$ cat src/rtl/seq_divider.sv
// seq_divider: iterative unsigned divider (radix-2 restoring, one quotient
// bit per cycle). Operands arrive on a valid/ready input handshake and the
// result is held on a valid/ready output until the consumer takes it.
//
// Handshake: a transfer happens on a rising clk edge where valid && ready are
// both high. A producer holds its data stable while valid && !ready. in_ready
// is a pure decode of the state register, so it has no combinational
// dependency on in_valid.
module seq_divider #(
    parameter int DIVIDEND_W = 16,
    parameter int DIVISOR_W  = 8
) (
    input  logic                  clk,
    input  logic                  reset,
    input  logic                  in_valid,
    output logic                  in_ready,
    input  logic [DIVIDEND_W-1:0] dividend,
    input  logic [DIVISOR_W-1:0]  divisor,
    output logic                  out_valid,
    input  logic                  out_ready,
    output logic [DIVIDEND_W-1:0] quotient,
    output logic [DIVISOR_W-1:0]  remainder,
    output logic                  div_by_zero
);

    localparam int CNT_W = (DIVIDEND_W > 1) ? $clog2(DIVIDEND_W) : 1;

    localparam logic [1:0] IDLE = 2'd0;
    localparam logic [1:0] CALC = 2'd1;
    localparam logic [1:0] DONE = 2'd2;

    logic [1:0]            state_q,       state_d;
    logic [DIVISOR_W-1:0]  divisor_q,     divisor_d;
    logic [DIVIDEND_W-1:0] dividend_sh_q, dividend_sh_d;
    logic [DIVISOR_W:0]    pr_q,          pr_d;
    logic [DIVIDEND_W-1:0] quo_sh_q,      quo_sh_d;
    logic [CNT_W-1:0]      cnt_q,         cnt_d;
    logic [DIVIDEND_W-1:0] quotient_q,    quotient_d;
    logic [DIVISOR_W-1:0]  remainder_q,   remainder_d;
    logic                  dbz_q,         dbz_d;
    logic                  out_valid_q,   out_valid_d;

    logic [DIVISOR_W:0]    pr_shift;
    logic [DIVISOR_W:0]    pr_next;
    logic                  quo_bit;
    logic [DIVIDEND_W-1:0] quo_next;

    // One restoring step: shift in the next dividend bit, subtract if it fits.
    // The stored partial remainder is always < divisor, so its top bit is zero;
    // it is still folded into the compare so the step stays arithmetically
    // exact for any value held in pr_q.
    always_comb begin
        pr_shift = {pr_q[DIVISOR_W-1:0], dividend_sh_q[DIVIDEND_W-1]};
        quo_bit  = pr_q[DIVISOR_W] | (pr_shift >= {1'b0, divisor_q});
        pr_next  = quo_bit ? (pr_shift - {1'b0, divisor_q}) : pr_shift;
        quo_next = {quo_sh_q[DIVIDEND_W-2:0], quo_bit};
    end

    // Next-state and datapath update for IDLE -> CALC -> DONE -> IDLE.
    always_comb begin
        state_d       = state_q;
        divisor_d     = divisor_q;
        dividend_sh_d = dividend_sh_q;
        pr_d          = pr_q;
        quo_sh_d      = quo_sh_q;
        cnt_d         = cnt_q;
        quotient_d    = quotient_q;
        remainder_d   = remainder_q;
        dbz_d         = dbz_q;
        out_valid_d   = out_valid_q;

        case (state_q)
            IDLE: begin
                if (in_valid) begin
                    divisor_d     = divisor;
                    dividend_sh_d = dividend;
                    pr_d          = '0;
                    quo_sh_d      = '0;
                    cnt_d         = CNT_W'(DIVIDEND_W - 1);
                    if (divisor != '0) begin
                        state_d = CALC;
                    end else begin
                        // Zero divisor skips the iteration entirely.
                        state_d     = DONE;
                        quotient_d  = '1;
                        remainder_d = dividend[DIVISOR_W-1:0];
                        dbz_d       = 1'b1;
                        out_valid_d = 1'b1;
                    end
                end
            end
            CALC: begin
                pr_d          = pr_next;
                quo_sh_d      = quo_next;
                dividend_sh_d = {dividend_sh_q[DIVIDEND_W-2:0], 1'b0};
                cnt_d         = cnt_q - CNT_W'(1);
                if (cnt_q == '0) begin
                    state_d     = DONE;
                    quotient_d  = quo_next;
                    remainder_d = pr_next[DIVISOR_W-1:0];
                    dbz_d       = 1'b0;
                    out_valid_d = 1'b1;
                end
            end
            DONE: begin
                if (out_ready) begin
                    state_d     = IDLE;
                    out_valid_d = 1'b0;
                end
            end
            default: begin
                state_d = IDLE;
            end
        endcase
    end

    // State and datapath registers; synchronous reset has priority.
    always_ff @(posedge clk) begin
        if (reset) begin
            state_q       <= IDLE;
            divisor_q     <= '0;
            dividend_sh_q <= '0;
            pr_q          <= '0;
            quo_sh_q      <= '0;
            cnt_q         <= '0;
            quotient_q    <= '0;
            remainder_q   <= '0;
            dbz_q         <= 1'b0;
            out_valid_q   <= 1'b0;
        end else begin
            state_q       <= state_d;
            divisor_q     <= divisor_d;
            dividend_sh_q <= dividend_sh_d;
            pr_q          <= pr_d;
            quo_sh_q      <= quo_sh_d;
            cnt_q         <= cnt_d;
            quotient_q    <= quotient_d;
            remainder_q   <= remainder_d;
            dbz_q         <= dbz_d;
            out_valid_q   <= out_valid_d;
        end
    end

    assign in_ready    = (state_q == IDLE);
    assign out_valid   = out_valid_q;
    assign quotient    = quotient_q;
    assign remainder   = remainder_q;
    assign div_by_zero = dbz_q;

endmodule
$ cat config.mk
export PLATFORM = sky130hd
export DESIGN_NAME = seq_divider
export DESIGN_NICKNAME = d
export VERILOG_FILES = /design/src/rtl/seq_divider.sv
export SDC_FILE = /design/constraint.sdc
export NUM_CORES = 1
export LEC_CHECK = 0
export ABC_AREA = 1
export CAP_MARGIN = 0
export CORE_ASPECT_RATIO = 0.75
export CORE_MARGIN = 1.5
export CORE_UTILIZATION = 30
export DETAILED_ROUTE_END_ITERATION = 12
export DONT_BUFFER_PORTS = 1
export GPL_TIMING_DRIVEN = 1
export PLACE_DENSITY = 0.55
export SYNTH_ARGS = -nofsm -noshare
export SYNTH_HDL_FRONTEND = slang
export SYNTH_SLANG_ARGS = --single-unit
$ cat constraint.sdc
create_clock -name clk -period 1.85 [get_ports clk]
set_input_delay 0.2775 -clock clk [delete_from_list [all_inputs] [get_ports clk]]
set_output_delay 0.2775 -clock clk [all_outputs]
set_load 0.01 [all_outputs]
==> impl_metrics.csv <==
group,metric,value,unit
outcome,run_status,"completed",
setup_path,cp_max_fo,10,
power_and_ir_drop,p_sw_share,43.8,%
place,gp_congestion,0.793,
place,dpl.hpwl,6.70,mm
route,wl_per_cell,14.2,µm
global_route,grt_pass1_vias,3056,
route,vias_per_cell,4.73,
synth,synthCells,533,
setup_path,cp-start-kind,"flip-flop",
clock_tree,cts-root-buf,"clkbuf_16",
run,max_cap_viol_count,0,
synth,synth_nets,571,
setup_path,worstPathArrival,2.00,ns
timing,finalCritPeriodShare,95.2,%
synth,yosysUniqueCellTypes,33,
global_route,grt_pass1_wl,15.7,mm
finish,final_common_cell,"nand2_1",
timing,clock_skew,0.00988,ns
timing,grt_setup_unrepaired,"yes",
setup_path,cp_slowest_cell,"dfxtp_1",
timing,finalHoldViolations,0,
clock_tree,numCtsBuffers,9,
floorplan,ios,55,
clock_tree,worstSkewPairLatency,0.33,ns
finish,nets,578,
power_and_ir_drop,power_frac_comb,49.5,%
setup_path,path_common_cell,"nand2_1",
setup_path,cp-end-kind,"flip-flop",
floorplan,core_area,0.0122,mm²
synth,avgSynthCellArea,7.03,µm²
power_and_ir_drop,pwr-share-seq,30.3,%
setup_path,crit_required,2.09,ns
route,firstDrtPassIters,5,
global_route,grt_max_degree,63,
finish,layout_common_cells,"nand2_1, dfxtp_1, nor2_1",
setup_path,critPathKind,"reg -> reg",
timing,relSlewSlack,58.5,%
timing,finalSetupViolCount,0,
floorplan,die_h,99.8,µm
route,finalWirelength,10.1,mm
power_and_ir_drop,power,8690,µW
synth,syn_area,0.00374,mm²
setup_path,crit_chain,"ha_4 > nand2_1 > inv_1 > a21oi_2 > nand2_1 > nand2_2 > nand2_4 > nand3_1 > nand3_2 > nand2_1 > inv_1",
global_route,antenna_found_initial,0,
clock_tree,cts_tree,"done",
timing,timing.fmax,568,MHz
setup_path,critical-path-max-stage-delay,0.44,ns
route,drt_iter0_markers,161,
clock_tree,clk_pin_slew,0.06,ns
timing,report.final.slew_viol_count,0,
global_route,overflow,0,
power_and_ir_drop,pwr-share-clk,20.2,%
floorplan,start_util,30.7,%
power_and_ir_drop,p_per_area,1950,mW/mm²
timing,tns,0,ns
clock_tree,clockBufferDepth,2,
synth,ys_ff_latch,80,
clock_tree,cts_htree_levels,3,
power_and_ir_drop,switching_power,3800,µW
power_and_ir_drop,leakagePower,0.00192,µW
timing,worstMarginPinSlew,0.621,ns
floorplan,die_width,132,µm
route,drc,0,
clock_tree,cts.sinks,80,
synth,ys_warn_count,0,
finish,drive_above_1_share,11.6,%
global_route,grt.total_usage,15.3,%
timing,period_minus_slack,1.76,ns
floorplan,dieArea,0.0132,mm²
power_and_ir_drop,max-vdd-ir-drop,0.653,mV
power_and_ir_drop,p_int,4890,µW
floorplan,std_cell_rows,35,
finish,area.growth.synth_to_final,19.0,%
synth,ys_seq_area_share,42.8,%
worst_hold_path,hp-class,"in -> reg",
route,via_count,3360,
finish,n_antenna_cell,0,
route,ant_nets,0,
place,io_buffers,0,
## power by group through the flow
stage / clock (µW) / combinational (µW) / sequential (µW)
5_1_grt: 1880 / 4830 / 2710
3_5_place_dp: 0 / 3910 / 2660
4_1_cts: 1820 / 4010 / 2620
6_report: 1760 / 4300 / 2640
2_1_floorplan: 0 / 2890 / 2550
3_3_place_gp: 0 / 3860 / 2640
## cells in the mapped netlist
| master | instances | area, µm² |
|---|---|---|
| o21ai_0 | 8 | 40.0 |
| nor2_2 | 2 | 12.5 |
| buf_2 | 5 | 25.0 |
| fa_1 | 1 | 20.0 |
| a21oi_1 | 33 | 165 |
| xor2_1 | 1 | 8.76 |
| nand4_1 | 11 | 68.8 |
| clkinv_2 | 1 | 5.00 |
| nand2_1 | 128 | 480 |
| buf_4 | 1 | 7.51 |
| nor2_1 | 65 | 244 |
| xnor2_1 | 2 | 17.5 |
| nor3_1 | 2 | 10.0 |
| a22oi_1 | 13 | 97.6 |
| nand3_1 | 31 | 155 |
| nand2_2 | 4 | 25.0 |
| ha_1 | 9 | 113 |
| a31oi_1 | 16 | 100 |
| buf_6 | 2 | 22.5 |
| a21oi_2 | 1 | 8.76 |
| nand2_4 | 1 | 11.3 |
| o21ai_1 | 25 | 125 |
| nand3_4 | 1 | 17.5 |
| inv_1 | 62 | 233 |
| inv_2 | 4 | 15.0 |
| o31ai_1 | 1 | 7.51 |
| buf_1 | 3 | 11.3 |
| clkbuf_1 | 16 | 60.1 |
| dfxtp_1 | 80 | 1600 |
| or2_1 | 1 | 6.26 |
| nand3b_1 | 1 | 7.51 |
| inv_4 | 1 | 6.26 |
| a21oi_4 | 1 | 16.3 |
## sequential cells by signal, summed over array words and instances (netlist names), 2 cells and up
| name | cells |
|---|---|
| pr_q | 9 |
| quotient | 16 |
| quo_sh_q | 15 |
| divisor_q | 8 |
| dividend_sh_q | 16 |
| remainder | 8 |
| state_q | 2 |
| cnt_q | 4 |
## metal layers
| layer | up-vias | wire length, µm | track usage [%] |
|---|---|---|---|
| li1 | 1731 | - | - |
| met1 | 1549 | 4910 | 20.3 |
| met2 | 78 | 4340 | 23.4 |
| met3 | 2 | 844 | 6.07 |
| met4 | 0 | 23 | 3.25 |
| met5 | - | 0 | 0 |
## final timing paths
kind	slack (ns)	cells past startpoint	startpoint	endpoint
worst max register to register	0.09	11	pr_q[4]	remainder[4]
worst min register to register	0.46	2	dividend_sh_q[0]	dividend_sh_q[0]
worst min-delay path	0.01	1	reset	quotient[4]
worst max-delay path	0.09	11	pr_q[4]	remainder[4]
## area by class of cell
| type | count | area (µm²) |
|---|---|---|
| Tap cell | 166 | 208 |
| Inverter | 68 | 263 |
| Clock buffer | 11 | 243 |
| Timing Repair Buffer | 23 | 215 |
| Fill cell | 1276 | 7760 |
| Clock inverter | 5 | 56.3 |
| Multi-Input combinational cell | 358 | 1870 |
| Sequential cell | 80 | 1600 |
## logic make-up (layout without fill, tap and decap cells)
logic type | count (synthesis) | count (layout) | share of synthesized area [%]
AOI/OAI and AO/OA | 98 | 98 | 15.0
xor gates and xnor gates | 3 | 3 | 0.702
adders and majority gates | 10 | 10 | 3.54
buffers and inverters | 95 | 107 | 10.3
DFF | 80 | 80 | 42.8
and+or+nand+nor | 247 | 247 | 27.7
## worst max-delay path: cells and delay by family, from the launching register on
kind                     cells  cell delay [ns]
AO/OA/AOI/OAI                1             0.14
flip-flops                   1             0.44
adder cells (fa/ha/maj)      1             0.25
buffers and inverters        2             0.09
AND/OR/NAND/NOR              7             0.75
## through the flow
stage / util [%] / setup slack [ns] / cells / area [µm²] / hold slack, ns
4_1_cts: 35.4 / 0.00289 / 708 / 4330 / 0.0000868
6_report: 36.5 / 0.0891 / 711 / 4460 / 0.0111
3_5_place_dp: 32.4 / -0.0387 / 687 / 3960 / 0.356
5_1_grt: 36.5 / -0.0311 / 711 / 4460 / 0.00000108
3_3_place_gp: 32.4 / -0.00602 / 687 / 3960 / 0.355
2_1_floorplan: - / 0.163 / 533 / 3740 / 0.426
## timing repair
action,in CTS,in global routing
pin swaps,0,5
endpoints found under the hold margin,3,6
buffers inserted,0,1
setup endpoints to repair,4,26
hold buffers,5,2
resized for setup,3,17
No activity file was read; power rests on OpenSTA's default activity.
==> edit 1, RTL diff (config.mk and constraints unchanged) <==
Set the parameter `DIVISOR_W` to 9 (it was 8).
--- a/src/rtl/seq_divider.sv
+++ b/src/rtl/seq_divider.sv
@@ -8,7 +8,7 @@
 // dependency on in_valid.
 module seq_divider #(
     parameter int DIVIDEND_W = 16,
-    parameter int DIVISOR_W  = 8
+    parameter int DIVISOR_W  = 9
 ) (
     input  logic                  clk,
     input  logic                  reset,
Ports: changed (resized divisor and remainder); port bits go from 55 to 57. No check against the original RTL was run, so the function may have changed too.
==> edit 1 against the original RTL <==
Total power grew 16%. Cell area grew 13%. Non-clock buffer count grew 31. Sequential cell count grew 3. Routed wire length grew 12%. Synthesized area grew 8.4%. Worst hold slack gained 7.0 ps. Combinational power grew 30%. Worst setup slack lost 70 ps. Maximum frequency shrank 3.8%. First-iteration DRC count grew 26%. Critical path type unchanged. Critical endpoint is now remainder[1].
==> edit 1: results (changes against the original RTL) <==
----------------------------------------------------
[Clock network]
  Post-CTS setup buffer count ... 1 (was 0)
  Sink Count ... 83 (was 80)
  CTS-repair resized insts ... 10 (was 3)
  Hold buffer count at CTS ... 2 (was 5)

[Finish]
  Number of non-clock inverters ... 72 (was 68)
  Non-clock buffer instance count of the final layout ... 54 (was 23)
  Fraction of layout cells with a size suffix above 1 ... 18.61% (was 11.56%)
  Number of fillers in the final layout ... 1356 (was 1276)
  Non-Clock Buffer Area Fraction ... 9.364% (was 4.829%)
  Layout Nets ... 653 (was 578)
  Clock buffers and inverters, area share ... 5.614% (was 6.710%)
  Number of combinational gates with multiple inputs ... 393 (was 358)
  Seq/total area ... 33.04% (was 35.96%)

[Routing]
  Count of TritonRoute iterations in the first routing pass ... 4 (was 5)
  Total Routed Length ... 11340 um (was 10120 um)
  Wire length on met1 ... 5441 um (was 4911 um)
  1st-iter DRT viols ... 203 (was 161)

[Pwr]
  Clock group share of total power ... 17.2% (was 20.2%)
  Power share of the combinational group ... 55.6% (was 49.5%)
  Static leakage ... 2.290 nW (was 1.919 nW)

[Yosys]
  Top cells by instance count after synthesis ... sky130_fd_sc_hd__nand2_1, sky130_fd_sc_hd__nor2_1, sky130_fd_sc_hd__dfxtp_1, sky130_fd_sc_hd__inv_1, sky130_fd_sc_hd__o21ai_0 (was sky130_fd_sc_hd__nand2_1, sky130_fd_sc_hd__dfxtp_1, sky130_fd_sc_hd__nor2_1, sky130_fd_sc_hd__inv_1, sky130_fd_sc_hd__a21oi_1)
  Synth area leaders ... sky130_fd_sc_hd__dfxtp_1, sky130_fd_sc_hd__nand2_1, sky130_fd_sc_hd__nor2_1 (unchanged)
  Synth Net Count ... 617 (was 571)
  Sequential element share of the synthesized area ... 40.92% (was 42.77%)

[Global routing]
  Routing usage on met2 ... 23.47% (was 23.36%)
  Tot GR Track Use ... 15.60% (was 15.26%)
  M3 GR Usage ... 6.021% (was 6.065%)
  Global-route wire length before repair ... 17410 um (was 15750 um)
  Global routing usage on met1 ... 20.49% (was 20.27%)
  Largest net degree at the start of global routing ... 42 (was 63)

[Worst hold path]
  Worst hold endpoint ... quo_sh_q[2] (was quotient[4])

[Timing]
  Worst hold-check slack ... 18.06 ps (was 11.05 ps)
  Achievable frequency ... 0.5461 GHz (was 0.5679 GHz)
  Max-slew headroom ... 71.83% (was 58.54%)
  Final clock skew ... 5.793 ps (was 9.876 ps)

[Setup path]
  Reg-to-reg setup timing slack ... 20 ps (was 90 ps)
  Launching instance or port of the critical path ... dividend_sh_q[15] (was pr_q[4])
  Crit-path max FO ... 5 (was 10)
  Capture point of the worst reg-to-reg path ... remainder[1] (was remainder[4])
  Stage delay of the slowest cell on the critical path ... 350 ps (was 440 ps)
  Number of cells on the worst reg-to-reg path ... 12 (was 11)

[Placed design]
  Worst setup slack after placement ... -107.2 ps (was -38.73 ps)
  HPWL after detailed placement ... 7736 um (was 6701 um)

[Status]
  Status ... finished clean (unchanged)

----------------------------------------------------
-- edit 1: changes by cell type after synthesis, sizes merged, moves of 3 or more --
| cell | before | now |
|---|---|---|
| nand3 | 32 | 35 |
| a21oi | 35 | 23 |
| inv | 67 | 72 |
| clkbuf | 16 | 11 |
| buf | 11 | 18 |
| dfxtp | 80 | 83 |
| nor2 | 67 | 103 |
-- edit 1: stage by stage --
stage	TNS, ps	util [%]	std cells	power [mW]	area (um^2)
2_1_floorplan	0	-	577	6.150	4063
3_5_place_dp	-1413	33.86	759	7.612	4438
5_1_grt	-1876	38.43	789	10.86	5037
6_report	0	38.43	789	10.05	5037
3_3_place_gp	-516.8	33.86	759	7.521	4438
4_1_cts	0	36.53	778	9.571	4788
-- edit 1: kinds of logic after synthesis --
| logic type | synth area share (%) |
|---|---|
| AO/OA/AOI/OAI | 12.39 |
| XOR/XNOR | 0.6473 |
| buffers and inverters | 10.82 |
| adder cells (fa/ha/maj) | 3.575 |
| flip-flops | 40.92 |
| AND/OR/NAND/NOR | 31.65 |
==> edit 2, RTL diff (config.mk and constraints unchanged) <==
Without the edit above. Take the reset off `dividend_sh_q`, `pr_q` and `quo_sh_q` and load them in a clocked block of their own.
--- a/src/rtl/seq_divider.sv
+++ b/src/rtl/seq_divider.sv
@@ -119,9 +119,6 @@
         if (reset) begin
             state_q       <= IDLE;
             divisor_q     <= '0;
-            dividend_sh_q <= '0;
-            pr_q          <= '0;
-            quo_sh_q      <= '0;
             cnt_q         <= '0;
             quotient_q    <= '0;
             remainder_q   <= '0;
@@ -130,15 +127,18 @@
         end else begin
             state_q       <= state_d;
             divisor_q     <= divisor_d;
-            dividend_sh_q <= dividend_sh_d;
-            pr_q          <= pr_d;
-            quo_sh_q      <= quo_sh_d;
             cnt_q         <= cnt_d;
             quotient_q    <= quotient_d;
             remainder_q   <= remainder_d;
             dbz_q         <= dbz_d;
             out_valid_q   <= out_valid_d;
         end
+    end
+
+    always_ff @(posedge clk) begin
+        dividend_sh_q <= dividend_sh_d;
+        pr_q          <= pr_d;
+        quo_sh_q      <= quo_sh_d;
     end
 
     assign in_ready    = (state_q == IDLE);
Function: no difference found for any inputs over 10 cycles, from zero or initial values and one cycle with reset high; that may be too few to reach the edited logic, so the function may still have changed.
==> edit 2 against the original RTL <==
Routed wire length decreased by 12%. Total power rose by 6.3%. Cell area is 4.9% higher. Synthesized area grew 0.84%. Worst setup slack worse by 34 ps. Die area increased by 0.81%. Sequential cell count stayed put. Clock power rose by 3%. Critical endpoint is now pr_q[4]. Highest routed layer unchanged. Sequential power rose by 26%. Synthesized cell count decreased by 13%.
==> edit 2: results (changes against the original RTL) <==
----------------------------------------------------
[Yosys]
  Compound-gate portion of the synthesized area ... 10.14% (was 14.97%)
  Xor/xnor cell area share of the yosys netlist ... 0.9278% (was 0.7016%)
  Mean post-synth cell area ... 8.121 um^2 (was 7.026 um^2)
  Yosys warning total ... 0 (unchanged)
  Top cells by instance count after synthesis ... sky130_fd_sc_hd__nand2_1, sky130_fd_sc_hd__inv_1, sky130_fd_sc_hd__nor2_1 (was sky130_fd_sc_hd__nand2_1, sky130_fd_sc_hd__dfxtp_1, sky130_fd_sc_hd__nor2_1, sky130_fd_sc_hd__inv_1, sky130_fd_sc_hd__a21oi_1)
  Synth Net Count ... 503 (was 571)
  Post-Synth Adder-Cell Area ... 3.512% (was 3.542%)
  Number of enable-type register cells in the synthesized netlist ... 40 (was 0)

[Routing]
  Total Routed Length ... 8890 um (was 10120 um)
  Count of TritonRoute iterations in the first routing pass ... 4 (was 5)
  Wire length on met1 ... 4648 um (was 4911 um)
  1st-iter DRT viols ... 147 (was 161)
  Detail Route met3 WL ... 596 um (was 844 um)
  Per-cell via count in the routed design ... 4.412 (was 4.726)
  Met2 Routed Length ... 3573 um (was 4344 um)

[Worst hold path]
  Startpoint of the tightest hold check path ... reset (unchanged)
  Worst hold endpoint ... quotient[0] (was quotient[4])

[Pwr]
  Switching share of total power ... 40.13% (was 43.77%)
  Clock group total power ... 1.81 mW (was 1.76 mW)
  Power in combinational cells ... 4.09 mW (was 4.30 mW)
  Static leakage ... 2.065 nW (was 1.919 nW)
  Peak supply drop ... 588.7 uV (was 652.7 uV)

[Finish]
  Fraction of layout cells with a size suffix above 1 ... 18.31% (was 11.56%)
  Number of fillers in the final layout ... 1262 (was 1276)

[Timing]
  Actual transition at the worst max-transition pin ... 329.4 ps (was 621.2 ps)
  Final clock skew ... 4.611 ps (was 9.876 ps)

[Clock network]
  Total clock buffers created by CTS ... 9 (unchanged)

[Global routing]
  Routing usage on met2 ... 18.69% (was 23.36%)
  Via count of the first global-routing pass ... 2751 (was 3056)
  M3 GR Usage ... 4.899% (was 6.065%)
  Largest net degree at the start of global routing ... 35 (was 63)
  Global-route wire length before repair ... 14250 um (was 15750 um)
  Global routing usage on met1 ... 20.33% (was 20.27%)

[Setup path]
  Termination of the worst setup path ... pr_q[4] (was remainder[4])
  Reg-to-reg setup timing slack ... 60 ps (was 90 ps)
  Number of cells on the worst reg-to-reg path ... 9 (was 11)
  Launching instance or port of the critical path ... pr_q[3] (was pr_q[4])
  Capture point of the worst reg-to-reg path ... pr_q[4] (was remainder[4])
  Crit-path max FO ... 6 (was 10)

[Placed design]
  HPWL after detailed placement ... 6438 um (was 6701 um)
  Number of instances in the placed design ... 635 (was 687)

[Status]
  Status ... finished clean (unchanged)

----------------------------------------------------
-- edit 2: cell count changes in the layout (fill, tap and decap cells not counted), sizes merged, moves of 4 or more --
cell	change
dfxtp	-40
edfxtp	+40
inv	+31
nand2	-29
nor2	-20
a31oi	-14
a22oi	-13
buf	+13
nand3	-10
a21oi	+7
dlygate4sd3	-6
o21ai	-4
-- edit 2: final cells by class --
class | instances | share of cell area [%]
Clock buffer | 9 | 4.818
Clock inverter | 7 | 1.633
Inverter | 97 | 7.869
Multi-Input combinational cell | 274 | 33.16
Sequential cell | 80 | 42.85
Tap cell | 166 | 4.443
Timing Repair Buffer | 30 | 5.219
-- edit 2: critical path: stages, from the launching register on --
cell                       delay, ps
sky130_fd_sc_hd__edfxtp_1        460
sky130_fd_sc_hd__ha_4            340
sky130_fd_sc_hd__nand2_4          60
sky130_fd_sc_hd__nor2_4          100
sky130_fd_sc_hd__nand3_2         100
sky130_fd_sc_hd__nand2_2          90
sky130_fd_sc_hd__nand2_4          80
sky130_fd_sc_hd__buf_6           140
sky130_fd_sc_hd__nand4_1         120
sky130_fd_sc_hd__nand2_1          70
-- edit 2: through the flow --
stage	total power, mW	util, %	hold WS, ps	instance area (um^2)	worst slack, ps
after global placement	6.562	33.20	351.0	4071	-21.22
final	9.237	38.12	15.88	4674	55.52
after floorplan	5.530	-	412.4	3782	44.19
after CTS	8.655	36.46	3.712	4471	16.44
after detailed placement	6.597	33.20	352.6	4071	-64.60
after global routing	9.945	38.12	18.92	4674	-48.78
-- edit 2: timing repair --
item | CTS | global route
endpoints found under the hold margin | 4 | 0
cloned | 0 | 1
hold buffers | 1 | 0
setup endpoints to repair | 16 | 35
pin swaps | 1 | 22
resized for setup | 7 | 39
setup buffers | 1 | 9
